### src/rtl/seg_pkg.sv
// seg_pkg: segment constants, hex glyph table and the frame
// snapshot bundle shared by the seven-segment scanner.
package seg_pkg;

  // Active-low segment codes, bit7 = DP, bits6:0 = g..a.
  localparam logic [7:0] SEG_DIM  = 8'hFF;
  localparam logic [7:0] SEG_DASH = 8'hBF;

  // Entry k is the glyph for hex digit k (0 at the low end).
  localparam logic [15:0][7:0] HEX_TAB = {
    8'h8E, 8'h86, 8'hA1, 8'hC6,
    8'h83, 8'h88, 8'h90, 8'h80,
    8'hF8, 8'h82, 8'h92, 8'h99,
    8'hB0, 8'hA4, 8'hF9, 8'hC0
  };

  typedef struct packed {
    logic        bad;
    logic        lz;
    logic [3:0]  digits;
    logic [31:0] data;
  } snap_t;

endpackage

### src/rtl/hex7seg.sv
// hex7seg: combinational hex digit to active-low g..a segments.
// Ports: hex_i (4-bit digit), seg_o (7-bit segments, active-low).
module hex7seg
  import seg_pkg::*;
(
  input  logic [3:0] hex_i,
  output logic [6:0] seg_o
);

  assign seg_o = HEX_TAB[hex_i][6:0];

endmodule

### src/rtl/seg_scan_display.sv
// seg_scan_display: multiplexed 7-seg scanner with per-frame source
// snapshot, leading-zero suppression, live DP mask and anode blanking.
// Ports: clk, rst (sync, high); src_data/src_digits/sel/lz_suppress
// (snapshotted per frame); dp_mask (live); an_n, seg_n, frame_start.
module seg_scan_display
  import seg_pkg::*;
#(
  parameter int NUM_DIGITS = 8,
  parameter int NUM_SRC    = 8,
  parameter int DIV        = 50000,
  parameter int BLANK_CYC  = 16,
  localparam int SELW = (NUM_SRC > 1) ? $clog2(NUM_SRC) : 1
) (
  input  logic                    clk,
  input  logic                    rst,
  input  logic [NUM_SRC*32-1:0]   src_data,
  input  logic [NUM_SRC*4-1:0]    src_digits,
  input  logic [SELW-1:0]         sel,
  input  logic                    lz_suppress,
  input  logic [NUM_DIGITS-1:0]   dp_mask,
  output logic [NUM_DIGITS-1:0]   an_n,
  output logic [7:0]              seg_n,
  output logic                    frame_start
);

  localparam int IW = (NUM_DIGITS > 1) ? $clog2(NUM_DIGITS) : 1;
  localparam int PW = $clog2(DIV);
  localparam logic [PW-1:0] PRE_LAST = PW'(DIV - 1);
  localparam logic [IW-1:0] IDX_LAST = IW'(NUM_DIGITS - 1);
  localparam logic [3:0]    ND4      = 4'(NUM_DIGITS);

  logic [PW-1:0]         pre_q;
  logic [IW-1:0]         idx_q;
  snap_t                 snap_q;
  snap_t                 snap_d;
  logic                  fs_q;
  logic                  first_q;
  logic [NUM_DIGITS-1:0] an_q;
  logic [NUM_DIGITS-1:0] an_d;
  logic [7:0]            seg_q;
  logic [7:0]            seg_d;

  logic       tick;
  logic       frame_b;
  logic [3:0] nib;
  logic [6:0] hex_seg;
  logic [3:0] n_eff;
  logic       upper_zero;
  logic       dp_off;

  assign tick    = (pre_q == PRE_LAST);
  // first_q marks the first cycle after reset release
  assign frame_b = (tick && idx_q == IDX_LAST) || first_q;

  always_comb begin
    snap_d        = '0;
    snap_d.lz     = lz_suppress;
    snap_d.bad    = {1'b0, sel} >= (SELW + 1)'(NUM_SRC);
    for (int k = 0; k < NUM_SRC; k++) begin
      if (sel == SELW'(k)) begin
        snap_d.data   = src_data[32*k +: 32];
        snap_d.digits = src_digits[4*k +: 4];
      end
    end
  end

  assign nib = snap_q.data[{idx_q, 2'b00} +: 4];

  hex7seg u_hex (
    .hex_i (nib),
    .seg_o (hex_seg)
  );

  always_comb begin
    n_eff = (snap_q.digits == 4'd0 || snap_q.digits > ND4)
          ? ND4 : snap_q.digits;
    // all nibbles from the current digit up to N-1 are zero
    upper_zero = 1'b1;
    for (int j = 0; j < NUM_DIGITS; j++) begin
      if (j >= int'(idx_q) && j < int'(n_eff)
          && snap_q.data[4*j +: 4] != 4'd0)
        upper_zero = 1'b0;
    end
    dp_off = ~dp_mask[idx_q];
    if (snap_q.bad)
      seg_d = {dp_off, SEG_DASH[6:0]};
    else if (4'(idx_q) >= n_eff)
      seg_d = SEG_DIM;
    else if (snap_q.lz && idx_q != '0 && upper_zero)
      seg_d = {dp_off, SEG_DIM[6:0]};
    else
      seg_d = {dp_off, hex_seg};
  end

  always_comb begin
    an_d = '1;
    if (int'(pre_q) >= BLANK_CYC)
      an_d[idx_q] = 1'b0;
  end

  always_ff @(posedge clk) begin
    if (rst) begin
      pre_q   <= '0;
      idx_q   <= '0;
      snap_q  <= '0;
      fs_q    <= 1'b0;
      first_q <= 1'b1;
      an_q    <= '1;
      seg_q   <= SEG_DIM;
    end else begin
      pre_q <= tick ? '0 : pre_q + PW'(1);
      if (tick)
        idx_q <= (idx_q == IDX_LAST) ? '0 : idx_q + IW'(1);
      if (frame_b)
        snap_q <= snap_d;
      fs_q    <= frame_b;
      first_q <= 1'b0;
      an_q    <= an_d;
      seg_q   <= seg_d;
    end
  end

  assign an_n        = an_q;
  assign seg_n       = seg_q;
  assign frame_start = fs_q;

endmodule

### config.mk
export PLATFORM = sky130hd
export DESIGN_NAME = seg_scan_display
export DESIGN_NICKNAME = d
export VERILOG_FILES = /design/src/rtl/seg_pkg.sv /design/src/rtl/hex7seg.sv /design/src/rtl/seg_scan_display.sv
export SDC_FILE = /design/constraint.sdc
export NUM_CORES = 1
export LEC_CHECK = 0
export CORE_UTILIZATION = 41
export CTS_BUF_LIST = sky130_fd_sc_hd__clkbuf_4
export CTS_CLUSTER_DIAMETER = 60
export CTS_CLUSTER_SIZE = 40
export DETAILED_ROUTE_END_ITERATION = 10
export GPL_ROUTABILITY_DRIVEN = 0
export HOLD_SLACK_MARGIN = 0.05
export PLACE_DENSITY = 0.88
export SLEW_MARGIN = 20
export SYNTH_ARGS = -nofsm -noshare
export SYNTH_HDL_FRONTEND = slang
export SYNTH_HIERARCHICAL = 1
export SYNTH_SLANG_ARGS = --single-unit
### constraint.sdc
create_clock -name clk -period 3.85 [get_ports clk]
set_input_delay 0.5775 -clock clk [delete_from_list [all_inputs] [get_ports clk]]
set_output_delay 0.5775 -clock clk [all_outputs]
set_load 0.005 [all_outputs]
==> results.cfg <==
[drt]
wl_mm = 24.5
dr.pass1.iters = 5
drtIter0Drc = 531
remaining_drc_errors = 0
drt-vias-per-instance = 5.91
wl_per_cell_um = 20.3
postRouteAntennaNets = 0
vias = 7138

[clocking]
numCtsBuffers = 9
hold_buffers = 0
clockRootBuffer = clkbuf_4
worstSkewPairLatency_ps = 430
clockBufferDepth = 2
htreeDepth = 3
clk_pin_slew_ps = 120
clock_sinks = 74
cts_tree = yes
post_cts_resized = 0
cts_setup_buffers = 0

[outcome]
run_status = complete, no violations

[final_layout]
area_growth_pct = 55.1
multi_input_area_um2 = 4230
ff_latch_area_um2 = 1480
drive_above_1_share_pct = 7.72
diodes = 0
finalInstanceArea_um2 = 9400
final.fill_count = 1231
nets = 1335

[timing]
fin_crit_sh_pct = 82.4
timing.slew.headroom_pct = 34.5
setup_viol = 0
period_needed_ps = 3170
fin_skew_ps = 9.21
max_freq_mhz = 315
worst_slew_pin_slew_ps = 981
rsz0062_at_grt = no
fin_tns_setup_ps = 0
hold_viol = 0
finalMaxSlewViolations = 0

[worst_setup_path]
critical_path_arrival_ps = 3460
path_delay_family = flip-flops
critPathLaunchType = flop
worst-path-buf-inv = 3
cp_cell_sequence = clkinv_1 > nor2_1 > a21oi_1 > o221ai_1 > inv_1 > ha_1 > inv_1 > mux4_1 > nor2_1 > o211ai_1
crit_type = reg2reg
critical_path.max_fanout = 23
end_kind = flop
max_stage_delay_ps = 880
crit_required_ps = 4140
crit_path_top_delay_cell = dfxtp_1

[grt]
grt_pass1_wl_mm = 36.8
grt_overflow = 0
first_global_vias = 6957
antenna_found_initial = 0
grt_max_degree = 82
grt.total_usage_pct = 31.8

[synthesis]
yosysWarnings = 6
yosysMostFrequentCell = nor2_1
synthesis.instances = 744
syn_area_per_cell_um2 = 8.15
synth_area_leaders = dfxtp_1, mux2i_1, nor2_1, o41ai_2, a221oi_1
synth_edf_count = 0
synth-main-ff-cell = dfxtp_1
synthArstFlopShare_pct = 0
synth_seq_area_share_pct = 24.4
synth.ff_latch_count = 74
synth_area_um2 = 6060
synth_top_area_share_pct = 24.4
synth_commonest_cells = nor2_1, mux2i_1, dfxtp_1
synth_fp_nets = 1061
synth_top_area_cell = dfxtp_1
ys_types = 60

[die]
start_util_pct = 41.9
io_pins = 319
die_h_um = 124
die_area_um2 = 15300
die_w_um = 124
rows = 44
core_um2 = 14500

[place]
dpl_cell_area_um2 = 9300
hpwl_mm = 19.2
portBuffers = 318

[worst_hold_path]
hold_class = in2reg

[power]
powerDensity_nw_per_um2 = 221
vdd.ir_drop.worst_mv = 0.128
leakage_nw = 3.65

[flow_run]
drv_cap = 0
==> cells by family after synthesis <==
family / after synthesis / synth area share (%)
buffers and inverters: 87 / 6.15
AO/OA/AOI/OAI: 232 / 29.8
AND/OR/NAND/NOR: 237 / 19.3
flip-flops: 74 / 24.4
adder cells (fa/ha/maj): 15 / 3.10
multiplexers: 84 / 15.0
XOR/XNOR: 15 / 2.17
==> stage by stage <==
stage	utilization [%]	hold slack, ps	setup slack (ps)	power [mW]	std cells
5_1_grt	64.9	404	362	2.19	1207
4_1_cts	64.9	403	732	2.09	1207
6_report	64.9	419	678	2.08	1207
3_3_place_gp	64.2	475	851	1.65	1191
2_1_floorplan	-	433	1120	1.23	744
3_5_place_dp	64.2	482	762	1.67	1191
==> layout make-up <==
cell class	instances	area share (%)
clock inverters	4	0.200
well taps	184	2.45
multi-input cells	583	45.0
clock buffers	12	0.958
flip-flops and latches	74	15.8
inverters	14	0.559
repair buffers	336	35.1
==> per-layer routing <==
metal | global-route usage [%] | wire [um]
met5 | 0 | 0
met4 | 8.43 | 611
met3 | 8.15 | 2140
met2 | 59.0 | 12400
met1 | 35.8 | 9380
==> cell usage in the layout, fill, tap and decap left out, types with 12 or more instances in the layout <==
cell type,synthesis,routed
o21ai_0,40,40
clkdlybuf4s50_1,0,314
mux2i_1,75,75
a221oi_1,34,34
buf_4,0,19
inv_1,12,12
dfxtp_1,74,74
nor2_1,112,109
a21oi_1,47,47
clkbuf_4,0,12
nand2_1,32,32
ha_1,15,15
a22oi_1,34,34
o41ai_2,22,22
nand3b_1,34,34
==> report_power, final <==
part	switching [mW]	internal (mW)	leakage (nW)
clock network	0.270	0.150	0.0685
logic	0.321	0.475	2.97
registers	0.0473	0.814	0.608
==> final timing paths <==
check,slack (ps),startpoint,endpoint,cells after the start
max reg2reg,680,idx_q[1],seg_n[3],10
max,680,idx_q[1],seg_n[3],10
min,420,rst,seg_n[7],3
min reg2reg,490,snap_q[3],snap_q[3],2
==> sequential cells by signal (all words and copies together), names as in the netlist <==
register and cells:
an_n 8, first_q 1, snap_q 37, seg_n 8
pre_q 16, frame_start 1, idx_q 3
==> worst reg2reg max path: stages, from the launching register on <==
cell and delay, ps:
dfxtp_1 880, clkinv_1 200, nor2_1 210, a21oi_1 100, o221ai_1 380, inv_1 200, ha_1 320, inv_1 60
mux4_1 480, nor2_1 100, o211ai_1 90
(Power assumes the default switching activity.)
